$ cat config.mk
export PLATFORM = sky130hd
export DESIGN_NAME = mips_port_io_controller
export DESIGN_NICKNAME = d
export VERILOG_FILES = /design/src/rtl/mips_port_io_controller.sv
export SDC_FILE = /design/constraint.sdc
export NUM_CORES = 1
export LEC_CHECK = 0
export CORE_ASPECT_RATIO = 0.75
export CORE_UTILIZATION = 51
export CTS_CLUSTER_SIZE = 40
export DETAILED_ROUTE_END_ITERATION = 16
export PLACE_DENSITY_LB_ADDON = 0.25
export SLEW_MARGIN = 20
export SYNTH_ARGS = -nofsm -noshare
export SYNTH_HDL_FRONTEND = slang
export SYNTH_SLANG_ARGS = --single-unit
$ cat constraint.sdc
create_clock -name clk -period 2.8 [get_ports clk]
set_input_delay 0.42 -clock clk [delete_from_list [all_inputs] [get_ports clk]]
set_output_delay 0.42 -clock clk [all_outputs]
set_load 0.005 [all_outputs]
$ cat src/rtl/mips_port_io_controller.sv
// Memory-mapped port I/O for the single-cycle MIPS core: OUT register, synchronized IN, edge STATUS/MASK/IRQ.
// Loads are combinational (same cycle); stores land on the next edge; no backpressure. Edge/IRQ logic: PORT_IO_EDGE_IRQ_EN.
module mips_port_io_controller #(
    parameter logic [31:0] BASE_ADDR = 32'h1001_0000
) (
    input  logic        clk,
    input  logic        reset,
    input  logic        MemWrite,
    input  logic        MemRead,
    input  logic [31:0] Address,
    input  logic [31:0] WriteData,
    output logic [31:0] ReadData,
    output logic        Hit,
    input  logic [7:0]  PortIn,
    output logic [31:0] PortOut,
    output logic        IRQ
);
    localparam logic [2:0] OFF_OUT    = 3'd0;
    localparam logic [2:0] OFF_SET    = 3'd1;
    localparam logic [2:0] OFF_CLR    = 3'd2;
    localparam logic [2:0] OFF_TGL    = 3'd3;
    localparam logic [2:0] OFF_IN     = 3'd4;
`ifdef PORT_IO_EDGE_IRQ_EN
    localparam logic [2:0] OFF_STATUS = 3'd5;
    localparam logic [2:0] OFF_MASK   = 3'd6;
`endif

    logic [2:0]  reg_sel;
    logic        wr_en;
    logic        rd_en;
    logic [31:0] out_q, out_d;
    logic [7:0]  sync1_q, sync1_d;
    logic [7:0]  sync2_q, sync2_d;

    assign reg_sel = Address[4:2];
    assign Hit     = (Address[31:5] == BASE_ADDR[31:5]) && (Address[1:0] == 2'b00)
                     && (MemRead || MemWrite);
    assign wr_en   = Hit && MemWrite;
    assign rd_en   = Hit && MemRead;
    assign PortOut = out_q;

    always_comb begin
        out_d   = out_q;
        sync1_d = PortIn;
        sync2_d = sync1_q;
        if (wr_en) begin
            case (reg_sel)
                OFF_OUT: out_d = WriteData;
                OFF_SET: out_d = out_q | WriteData;
                OFF_CLR: out_d = out_q & ~WriteData;
                OFF_TGL: out_d = out_q ^ WriteData;
                default: out_d = out_q;
            endcase
        end
    end

    always_ff @(posedge clk or negedge reset) begin
        if (!reset) begin
            out_q   <= '0;
            sync1_q <= '0;
            sync2_q <= '0;
        end else begin
            out_q   <= out_d;
            sync1_q <= sync1_d;
            sync2_q <= sync2_d;
        end
    end

`ifdef PORT_IO_EDGE_IRQ_EN
    logic [7:0] prev_q, prev_d;
    logic [7:0] status_q, status_d;
    logic [7:0] mask_q, mask_d;
    logic [7:0] chg;
    logic       irq_q, irq_d;

    // Hardware set is OR-ed in after the software clear so a same-edge event wins.
    always_comb begin
        chg      = sync2_q ^ prev_q;
        prev_d   = sync2_q;
        status_d = status_q;
        mask_d   = mask_q;
        if (wr_en && reg_sel == OFF_STATUS) status_d = status_q & ~WriteData[7:0];
        if (wr_en && reg_sel == OFF_MASK)   mask_d   = WriteData[7:0];
        status_d = status_d | chg;
        irq_d    = |(status_q & mask_q);
    end

    always_ff @(posedge clk or negedge reset) begin
        if (!reset) begin
            prev_q   <= '0;
            status_q <= '0;
            mask_q   <= '0;
            irq_q    <= 1'b0;
        end else begin
            prev_q   <= prev_d;
            status_q <= status_d;
            mask_q   <= mask_d;
            irq_q    <= irq_d;
        end
    end

    assign IRQ = irq_q;
`else
    assign IRQ = 1'b0;
`endif

    // Read mux shows pre-write state, so a combined load/store returns the old value.
    always_comb begin
        ReadData = '0;
        if (rd_en) begin
            case (reg_sel)
                OFF_OUT, OFF_SET, OFF_CLR, OFF_TGL: ReadData = out_q;
                OFF_IN:     ReadData = {24'b0, sync2_q};
`ifdef PORT_IO_EDGE_IRQ_EN
                OFF_STATUS: ReadData = {24'b0, status_q};
                OFF_MASK:   ReadData = {24'b0, mask_q};
`endif
                default:    ReadData = '0;
            endcase
        end
    end
endmodule

# Word-level counts from Yosys, hierarchy flattened
# Index checks and enable logic that the tools add are counted.
# word_totals
regBits	48
output_inout_bits	66
# op_classes
eq_ne	5
n_mux	3
n_bitwise	4
reduce_logical	10
# op_table
cell	count
$pmux 32 s4	1
$pmux 32 s2	1
$and 32x32->32	1
$mux 32	1
$not 32->32	1
$or 32x32->32	1
$xor 32x32->32	1
$eq 27x24->1 const B	1
$eq 3x2->1 const B	2
$logic_and 1x1->1	4
$reduce_bool 4->1	1
$reduce_or 4->1	1
$eq 3x1->1 const B	1
$eq 3x3->1 const B	1
$logic_not 3->1	1
$logic_not 2->1	1
$reduce_and 2->1	1
$logic_or 1x1->1	1

# Depth between registers and ports, before layout
# logic_depth
ltp_word	5
mapped_depth	6

# Worst setup path before layout
# Ideal clock, no wire load.
# synth_path
path_kind	input -> output
startpoint	input Address[21]
endpoint	output ReadData[0]
arrival_time_ns	1.725
slack_ns	0.655
stages	5
n_path_buf	1
path_cell_list	nor4_2 > nand4_2 > or4_1 > clkbuf_1 > nor2b_1
# synth_via
elab_chain_cells	5
# synth_rtl
item	line_no	source
from (decl)	10	input logic [31:0] Address,
$eq 27x24->1	36	assign Hit = (Address[31:5] == BASE_ADDR[31:5]) && (Address[1:0] == 2'b00)
$logic_and 1x1->1	36	
$logic_and 1x1->1	37	&& (MemRead || MemWrite);
$logic_and 1x1->1	39	assign rd_en = Hit && MemRead;
$mux 32	110	if (rd_en) begin
to (decl)	12	output logic [31:0] ReadData,
# Every way passes these cells.

# Worst setup path after layout
# layout_path
startpoint	input Address[20]
endpoint	output ReadData[6]
# Same word-level chain as after synthesis.

==> summary.md <==
| Metric | Value |
|---|---|
| Ant diodes | `0` |
| Clk slew on worst S/H paths | `0.10 ns` |
| Crit-path max cell delay | `0.51 ns` |
| Fmax | `373 MHz` |
| Max Buffers Root-to-Sink | `2` |
| DR iter-0 viols | `159` |
| Sequential cell area | `1200 µm²` |
| Tcrit/Tclk final | `0.958` |
| Post-Route Skew | `0.000676 ns` |
| Antenna violations before repair | `0` |
| I/O pin cnt | `142` |
| TritonCTS Buffers | `5` |
| DRC | `0` |
| Mapped Area | `4230 µm²` |
| CP top delay family | `simple AND/OR/NAND/NOR gates` |
| Via count | `3593` |
| Max Transition Viols Final | `0` |
| Area contributors post-synth | `dfrtp_1, ha_1, mux2_4` |
| Startpoint class of the critical path | `input pin` |
| CTS sink count | `48` |
| Cts hold-fix bufs | `0` |
| Final core occ | `0.753` |
| RSZ-0062 raised after global routing | `yes` |
| Post-synthesis mux area share | `0.197` |
| Latest clock arrival within the worst-skew pair | `0.30 ns` |
| Synth warnings | `0` |
| Nets | `718` |
| Worst min-delay path class | `in -> async` |
| Core Box Area | `7950 µm²` |
| H-tree levels | `2` |
| Setup tns final | `0 ns` |
| TritonCTS clock tree | `done` |
| Vias in the first global route | `3666` |
| Pleak | `2.99 nW` |
| Crit path time final | `2.68 ns` |
| Post-Route WL | `11.6 mm` |
| Area occupied by multi-input gates | `2730 µm²` |
| Filler instances | `573` |
| Post-Synth Simple-Gate Area | `0.124` |
| Drt via density | `5.26` |
| Synthesized-area fraction occupied by adder cells | `0.189` |
| Critical Path AT | `2.26 ns` |
| Largest family of logic cells by synthesized area | `multiplexers` |
| Die ar. | `8660 µm²` |
| Avg Cell Area, Syn | `9.79 µm²` |
| Slew of the pin with the lowest slew margin | `0.647 ns` |
| Area Overhead vs Synth | `41.6%` |
| Tot Pwr | `1.65 mW` |
| Layout cells sized above 1 | `0.213` |
| Status | `finished, final reports clean` |
| Synth Register Bits | `48` |
| XOR/XNOR Fraction of Synth Area | `0` |
| Final hold vios | `0` |
| Max-Cap Viols | `0` |
| Hold WS | `0.197 ns` |
| Die height | `80.9 µm` |
| CP Data Required Time | `2.38 ns` |
| Crit-path max FO | `8` |
| Complex-gate fraction of the synthesized area | `0.117` |
| Post-Syn Instances | `432` |
| Initial core utilization | `0.532` |
| Clk root buf | `clkbuf_8` |
| Critical path class | `in -> out` |
| Routed Antenna Nets | `0` |
| Die width | `107 µm` |
| Rel. slew slack | `0.569` |
| DR WL/cell | `17.0 µm` |
| Register area share after synthesis | `0.284` |
| Syn Nets | `572` |
| 1st-pass router iterations | `4` |
| Crit-path cells | `clkdlybuf4s50_1, nor4b_4, nand2_2, or4_4, buf_8, nor2b_1, dlygate4sd2_1` |
| Count of final setup violators | `0` |
| Synth cell types | `29` |
| DP Wirelength | `7.83 mm` |
| IO Port Bufs | `140` |
| Yosys top cell area share | `0.284` |
| P per Cell Area | `276 nW/µm²` |
| First-pass GRT wire length | `18.3 mm` |
| Endpoint class of the critical path | `output pin` |
| Number of buffers and inverters on the critical path | `3` |
| VDD IR max | `0.247 mV` |
| Global placer's final weighted congestion | `0.794` |
| Largest area contributor in the netlist | `dfrtp_1` |
| # rows | `28` |
| Total gr overflow | `0` |
| Largest net degree at the start of global routing | `51` |
| GRT Util Overall | `0.273` |
| Max stage delay cell, worst path | `or4_4` |
[worst reg2reg max path, cell delays in order, from the launching register on]
cell,delay [ns]
dfrtp_1,0.43
inv_1,0.07
ha_1,0.27
mux2_2,0.27
a2bb2oi_1,0.18
o21ai_0,0.11
mux2_4,0.26
[synthesized netlist by cell type]
cell type,count
buf_4,1
nor4b_2,1
mux2_2,34
o211ai_1,1
nand2b_1,3
nand4_2,1
o21bai_1,1
mux2_4,30
nor4_4,2
dfrtp_1,48
conb_1,1
or4_1,1
ha_1,64
nor4_2,2
a2bb2oi_1,32
inv_1,65
buf_1,5
nand3_1,8
nand2_1,33
nor3_1,2
nor4b_1,1
nor4_1,2
buf_2,2
nor2_1,2
o21ai_0,40
buf_6,3
and2_1,24
clkbuf_1,15
nor2b_1,8
[layout by cell type (no fill, tap or decap), drive strengths merged]
master,instances
nand2b,3
nor4b,2
nor3,2
clkdlybuf4s15,8
o21bai,1
o21ai,40
dlymetal6s2s,7
nand2,33
and2,24
mux2,64
nor2b,8
dlygate4sd2,35
buf,33
nand3,8
nor2,2
a2bb2oi,32
clkdlybuf4s50,79
nand4,1
ha,64
o211ai,1
conb,1
or4,1
dfrtp,48
clkbuf,8
nor4,6
inv,65
bufinv,2
[repair_timing]
action / 4_1_cts / 5_1_grt
cloned: 2 / 0
setup endpoints to repair: 32 / 25
pin swaps: 10 / 9
buffers inserted: 8 / 0
resized for setup: 82 / 26
[layout make-up]
cell class	instances	share of cell area
Tap cell	105	0.0219
Multi-Input combinational cell	293	0.455
Clock buffer	5	0.0115
Sequential cell	48	0.201
Timing Repair Buffer	165	0.260
Inverter	65	0.0407
Clock inverter	2	0.0100
[logic make-up after synthesis]
kind of cell / Yosys count
compound gates: 74
fa+ha+maj: 64
buf+inv: 91
flops: 48
mux: 64
other cells: 1
simple gates: 90
[worst paths after layout]
path | startpoint | end | slack [ns] | depth (start not counted)
worst max-delay path | Address[20] | ReadData[6] | 0.12 | 7
worst min-delay path | reset | PortOut[15] | 0.20 | 2
worst max register to register | PortOut[12] | PortOut[12] | 1.10 | 6
worst min register to register | sync1_q[7] | sync2_q[7] | 0.35 | 0
max in group asynchronous | reset | PortOut[10] | 2.16 | 2
min in group clk | sync1_q[7] | sync2_q[7] | 0.35 | 0
[per-stage QoR]
stage               worst slack [ns]  instances  area, µm²
floorplan                      0.655        432       4230
global placement              -0.284        667       5780
detailed placement            -0.277        667       5780
CTS                       -0.0000582        684       5990
global route                 -0.0138        683       5990
finish                         0.116        683       5990
[layer usage]
layer  GRT usage  part of all wire  vias to the layer above
met3      0.0482             0.063                        5
met1       0.351              0.43                     1733
li1            -                 -                     1734
met5           0                 0                        -
met2       0.485              0.50                      121
met4      0.0507            0.0060                        0
[power by group]
group / internal, mW / total (mW) / switching, mW
clock: 0.352 / 0.602 / 0.250
sequential: 0.704 / 0.707 / 0.00297
combinational: 0.183 / 0.345 / 0.162
total: 1.24 / 1.65 / 0.415
[flip-flops by register name, indices dropped and copies added, names as in the netlist]
| register | count |
|---|---|
| sync1_q | 8 |
| PortOut | 32 |
| sync2_q | 8 |
Note: power is estimated with default switching activity, not from simulation.
